$ cat config.mk
export PLATFORM = sky130hd
export DESIGN_NAME = ips_line_tracker
export DESIGN_NICKNAME = d
export VERILOG_FILES = /design/src/rtl/ips_line_tracker.sv
export SDC_FILE = /design/constraint.sdc
export NUM_CORES = 1
export LEC_CHECK = 0
export ABC_AREA = 1
export BUFFER_PORTS_ARGS = -buffer_cell sky130_fd_sc_hd__buf_4
export CAP_MARGIN = 30
export CORE_MARGIN = 2
export CORE_UTILIZATION = 40
export DETAILED_ROUTE_END_ITERATION = 8
export PLACE_DENSITY = 0.54
export SLEW_MARGIN = 20
export SYNTH_ARGS = -nofsm -noshare
export SYNTH_HDL_FRONTEND = slang
export SYNTH_SLANG_ARGS = --single-unit
$ cat constraint.sdc
create_clock -name clk -period 2.4 [get_ports clk]
set_clock_uncertainty 0.05 [all_clocks]
set_input_delay 0.48 -clock clk [delete_from_list [all_inputs] [get_ports clk]]
set_output_delay 0.48 -clock clk [all_outputs]
set_load 0.05 [all_outputs]
$ cat src/rtl/ips_line_tracker.sv
// rtl/ips_line_tracker.sv - IPS sensor bar line follower: sync, debounce, classify, lost-line FSM, PWM
// Bit NUM_SENSORS-1 is the leftmost sensor; the centre bit votes for neither side.

module ips_line_tracker #(
  parameter int NUM_SENSORS  = 5,
  parameter int FILTER_LEN   = 4,
  parameter int PWM_BITS     = 8,
  parameter int SPEED_FAST   = 200,
  parameter int SPEED_SLOW   = 100,
  parameter int LOST_TIMEOUT = 1000
) (
  input  logic                   clk,
  input  logic                   rst_n,
  input  logic                   enable,
  input  logic [NUM_SENSORS-1:0] ips,
  output logic                   IN1,
  output logic                   IN2,
  output logic                   IN3,
  output logic                   IN4,
  output logic                   ENA,
  output logic                   ENB,
  output logic [1:0]             state,
  output logic                   lost
);

  localparam int C  = (NUM_SENSORS - 1) / 2;
  localparam int FW = (FILTER_LEN > 1) ? $clog2(FILTER_LEN) : 1;
  localparam int TW = $clog2(LOST_TIMEOUT);
  localparam int CW = $clog2(NUM_SENSORS + 1);

  typedef enum logic [1:0] {
    S_IDLE   = 2'd0,
    S_TRACK  = 2'd1,
    S_SEARCH = 2'd2,
    S_STOP   = 2'd3
  } state_t;

  typedef enum logic [1:0] {
    C_NONE     = 2'd0,
    C_LEFT     = 2'd1,
    C_RIGHT    = 2'd2,
    C_STRAIGHT = 2'd3
  } cls_t;

  logic [NUM_SENSORS-1:0] sync1_q;
  logic [NUM_SENSORS-1:0] sync2_q;
  logic [NUM_SENSORS-1:0] filt_q;
  logic [FW-1:0]          fcnt_q [NUM_SENSORS];

  state_t               state_q, state_d;
  cls_t                 last_side_q, last_side_d;
  cls_t                 cls;
  logic [TW-1:0]        timer_q, timer_d;
  logic [PWM_BITS-1:0]  pwm_q;
  logic [PWM_BITS-1:0]  duty_d;
  logic                 drive_d, in1_d, in3_d;
  logic                 in1_q, in2_q, in3_q, in4_q, en_q;
  logic [CW-1:0]        lc, rc;

  always_ff @(posedge clk or negedge rst_n) begin
    if (!rst_n) begin
      sync1_q <= '0;
      sync2_q <= '0;
    end else begin
      sync1_q <= ips;
      sync2_q <= sync1_q;
    end
  end

  // A bit flips only after FILTER_LEN consecutive differing samples.
  always_ff @(posedge clk or negedge rst_n) begin
    if (!rst_n) begin
      filt_q <= '0;
      for (int i = 0; i < NUM_SENSORS; i++) fcnt_q[i] <= '0;
    end else begin
      for (int i = 0; i < NUM_SENSORS; i++) begin
        if (sync2_q[i] == filt_q[i]) begin
          fcnt_q[i] <= '0;
        end else if (fcnt_q[i] == FW'(FILTER_LEN - 1)) begin
          filt_q[i] <= sync2_q[i];
          fcnt_q[i] <= '0;
        end else begin
          fcnt_q[i] <= fcnt_q[i] + 1'b1;
        end
      end
    end
  end

  always_comb begin
    lc = '0;
    rc = '0;
    for (int i = 0; i < NUM_SENSORS; i++) begin
      if (i > C && filt_q[i]) lc = lc + CW'(1);
      if (i < C && filt_q[i]) rc = rc + CW'(1);
    end
    if (filt_q == '0)  cls = C_NONE;
    else if (lc > rc)  cls = C_LEFT;
    else if (rc > lc)  cls = C_RIGHT;
    else               cls = C_STRAIGHT;
  end

  always_comb begin
    state_d     = state_q;
    last_side_d = last_side_q;
    timer_d     = timer_q;
    drive_d     = 1'b0;
    in1_d       = 1'b0;
    in3_d       = 1'b0;
    duty_d      = '0;
    case (state_q)
      S_IDLE: begin
        state_d = S_TRACK;
      end
      S_TRACK: begin
        drive_d = 1'b1;
        if (cls == C_NONE) begin
          // Start steering toward the remembered side on the same edge we give up.
          state_d = S_SEARCH;
          timer_d = '0;
          in1_d   = (last_side_q == C_LEFT);
          in3_d   = (last_side_q == C_RIGHT);
          duty_d  = PWM_BITS'(SPEED_SLOW);
        end else begin
          last_side_d = cls;
          in1_d       = (cls != C_RIGHT);
          in3_d       = (cls != C_LEFT);
          duty_d      = (cls == C_STRAIGHT) ? PWM_BITS'(SPEED_FAST) : PWM_BITS'(SPEED_SLOW);
        end
      end
      S_SEARCH: begin
        drive_d = 1'b1;
        in1_d   = (last_side_q == C_LEFT);
        in3_d   = (last_side_q == C_RIGHT);
        duty_d  = PWM_BITS'(SPEED_SLOW);
        timer_d = timer_q + 1'b1;
        if (cls != C_NONE)                          state_d = S_TRACK;
        else if (timer_q == TW'(LOST_TIMEOUT - 1))  state_d = S_STOP;
      end
      default: ;
    endcase
    if (!enable) begin
      state_d     = S_IDLE;
      last_side_d = last_side_q;
      drive_d     = 1'b0;
      duty_d      = '0;
    end
  end

  always_ff @(posedge clk or negedge rst_n) begin
    if (!rst_n) begin
      state_q     <= S_IDLE;
      last_side_q <= C_STRAIGHT;
      timer_q     <= '0;
      pwm_q       <= '0;
      in1_q       <= 1'b0;
      in2_q       <= 1'b0;
      in3_q       <= 1'b0;
      in4_q       <= 1'b0;
      en_q        <= 1'b0;
    end else begin
      state_q     <= state_d;
      last_side_q <= last_side_d;
      timer_q     <= timer_d;
      pwm_q       <= pwm_q + 1'b1;
      in1_q       <= drive_d & in1_d;
      in2_q       <= drive_d & ~in1_d;
      in3_q       <= drive_d & in3_d;
      in4_q       <= drive_d & ~in3_d;
      en_q        <= (pwm_q < duty_d);
    end
  end

  assign IN1   = in1_q;
  assign IN2   = in2_q;
  assign IN3   = in3_q;
  assign IN4   = in4_q;
  assign ENA   = en_q;
  assign ENB   = en_q;
  assign state = state_q;
  assign lost  = (state_q == S_STOP);

endmodule

==> metrics.csv <==
stage,metric,value,unit
clocking,CTS H-tree depth,2,
routing,wire per inst,11.1,µm
yosys,Seq cells post-synth,52,
grt,GRT Resource Usage Total,13.4,%
pwr,Peak VDD IR,0.601,mV
placed_design,DP Cell Count,342,
clocking,"Hold-fix buffers, CTS",0,
run_status,status,"finished, final reports clean",
placed_design,Final GP Congestion,0.752,
routing,via count,1646,
clocking,clk sinks,52,
routing,Via density,4.68,
setup_path,Worst EP required,2.55,ns
yosys,Post-synth top flop,dfrtp_1,
setup_path,crit-path max FO,3,
finish,ANT cells,0,
yosys,Async SR Flop Fraction,100,%
clocking,Worst-path clk slew,0.10,ns
finish,Synth-to-Final Area Change,11.9,%
floorplanning,Initial Util,41.7,%
pwr,Logic pwr share,40.1,%
grt,initial antenna violation count,0,
finish,area occupied by multi-input gates,0.00101,mm²
yosys,post-synthesis sequential area ratio,52.5,%
floorplanning,core area,0.00596,mm²
pwr,P_int,1.71,mW
yosys,Ys Warns,0,
yosys,Syn Area/Cell,9.77,µm²
clocking,Clock Path Buffers,2,
yosys,Synth top area share,50.4,%
finish,layout cells sized above 1,14.8,%
timing,f_max,470,MHz
pwr,Clock Power Share,18.1,%
yosys,Area contributors post-synth,"dfrtp_1, ha_1, nand2_1",
floorplanning,# rows,28,
pwr,Reg power frac,41.9,%
timing,unrepaired setup endpoints after global routing,no,
setup_path,crit path capture type,register,
floorplanning,die height,82.8,µm
worst_hold_path,Worst Hold Class,input port to asynchronous set/reset pin,
clocking,clock buffers created by TritonCTS,5,
timing,fin crit share,88.7,%
finish,final core utilization,46.6,%
pwr,Leak,1.37,nW
yosys,number of distinct library cells after synthesis,30,
clocking,TritonCTS clock tree,done,
routing,DRT Wirelength,3910,µm
yosys,"area leader, netlist",dfrtp_1,
finish,nets,304,
grt,first-pass GRT wire length,6970,µm
timing,Fin. Hold Viols,0,
pwr,Net Sw Power,1.11,mW
clocking,root buf cell,clkbuf_8,
setup_path,Startpoint Class,register,
finish,fill cell count,581,
finish,Storage cell area,0.00130,mm²
timing,final slew viol count,0,
placed_design,port bufs,16,
yosys,Synth Cell Area,0.00248,mm²
timing,Slew @ Worst Pin,0.630,ns
clocking,clock insertion delay at the later pin of the skew report,0.30,ns
pwr,Pwr Density,1020,mW/mm²
floorplanning,Top Ports,17,
yosys,"EDFF count, synth",0,
finish,Finished Layout Cells,352,
routing,drt first pass iters,4,
pwr,sw frac,39.4,%
yosys,cell count after synthesis,254,
timing,Final Setup Violations,0,
placed_design,dpl hpwl,2780,µm
routing,DRT antenna net count,0,
yosys,syn_nets,282,
grt,vias in the first global route,1591,
timing,post-route minimum period,2.13,ns
timing,setup tns final,0,ns
floorplanning,Die ar.,0.00685,mm²
setup_path,CP Class,register to register,
grt,total congestion overflow,0,
grt,largest net degree at the start of global routing,53,
floorplanning,Die W,82.8,µm
routing,first-iteration detailed-routing DRC count,56,
timing,Slew Limit Headroom,58.0,%
setup_path,"Data arrival, critical path",2.27,ns
run,total of max-cap violations,0,
routing,Post-route DRC,0,
[cell families (layout without fill, tap and decap cells)]
kind of cell / Yosys count / count (layout) / synth area share, %
and+or+nand+nor: 104 / 104 / 20.0
DFF: 52 / 52 / 52.5
buffers and inverters: 41 / 64 / 6.91
AOI/OAI and AO/OA: 22 / 22 / 4.84
adders and majority gates: 20 / 20 / 10.1
xor gates and xnor gates: 12 / 12 / 4.24
muxes: 3 / 3 / 1.36
[path summary, 6_finish.rpt]
path                            start          to  slack (ns)  cells past startpoint
min in group clk               ips[3]  sync1_q[3]        0.24                      1
setup reg to reg            filt_q[0]         ENA        0.27                     14
hold reg to reg            sync1_q[2]  sync2_q[2]        0.30                      0
hold / removal                  rst_n    state[1]        0.16                      1
setup / recovery            filt_q[0]         ENA        0.27                     14
max in group asynchronous       rst_n   fcnt_q[7]        1.73                      1
[flip-flops by register name, indices dropped and copies added (netlist names)]
register and flops:
ENA 1, IN1 1, IN2 1, IN3 1, IN4 1, fcnt_q 10, filt_q 5, last_side_q 2
pwm_q 8, state 2, sync1_q 5, sync2_q 5, timer_q 10
[cells in the final DEF (no fill, tap or decap), drive strengths merged]
cell      Yosys  layout
dfrtp        50      50
nand2        45      45
inv          38      38
ha           20      20
buf           2      18
nor2         18      18
nand3        15      15
nor3         14      14
o21ai        12      12
nand4         8       8
xnor2         8       8
a21oi         7       7
clkbuf        1       7
xor2          4       4
mux2          3       3
nand3b        2       2
dfstp         2       2
nor3b         1       1
o21a          1       1
or2           1       1
o31ai         1       1
a31oi         1       1
clkinvlp      0       1
[critical path, stage by stage (launching register included)]
cell,delay (ns)
dfrtp_1,0.37
inv_1,0.06
ha_1,0.27
inv_1,0.04
ha_1,0.18
inv_1,0.05
nand2_1,0.04
nand2_1,0.09
nand2_1,0.07
inv_1,0.08
nand3_1,0.11
ha_1,0.31
nand2_1,0.07
nor3b_1,0.17
a21oi_1,0.09
[power by group through the flow]
stage	clock network (mW)	registers [mW]	logic (mW)
detailed placement	0	1.20	1.12
floorplan	0	1.32	0.752
finish	0.510	1.18	1.13
CTS	0.540	1.19	1.13
global route	0.567	1.21	1.31
global placement	0	1.20	1.11
[synth_stat cells (2+ instances only)]
cell type,count
dfrtp_1,50
nand2_1,42
inv_1,36
ha_1,20
nand3_1,15
nor2_1,15
nor3_1,13
o21ai_0,10
nand4_1,8
xnor2_1,8
a21oi_1,7
xor2_1,4
mux2_2,3
buf_4,2
dfstp_2,2
inv_2,2
nand2_2,2
nand3b_1,2
nor2_2,2
[metal layers]
metal	track usage, %	share of wire, %	vias to the layer above
met1	17.7	49	766
met2	21.8	48	12
li1	-	-	866
met3	3.26	2.8	2
met4	4.43	0.64	0
met5	0	0	-
[per-stage QoR]
stage | hold WS, ns | area [µm²] | power [mW] | setup slack [ns]
detailed placement | 0.285 | 2670 | 2.33 | 0.228
global route | 0.200 | 2780 | 3.09 | 0.0139
global placement | 0.282 | 2670 | 2.32 | 0.273
floorplan | 0.134 | 2480 | 2.08 | 0.277
finish | 0.156 | 2780 | 2.82 | 0.271
CTS | 0.172 | 2760 | 2.85 | 0.238
[timing repair]
action / in CTS / in global routing
setup buffers: 0 / 2
setup endpoints to repair: 0 / 1
gates resized for setup: 0 / 0
[area by class of cell]
type	instances	share of cell area (%)
multi-input combinational	161	36.2
timing repair buffer	18	4.87
inverter	38	5.14
clock inverter	1	0.271
sequential	52	47.0
tap	75	3.38
clock buffer	7	3.11
Power figures use the tool's default switching activity.
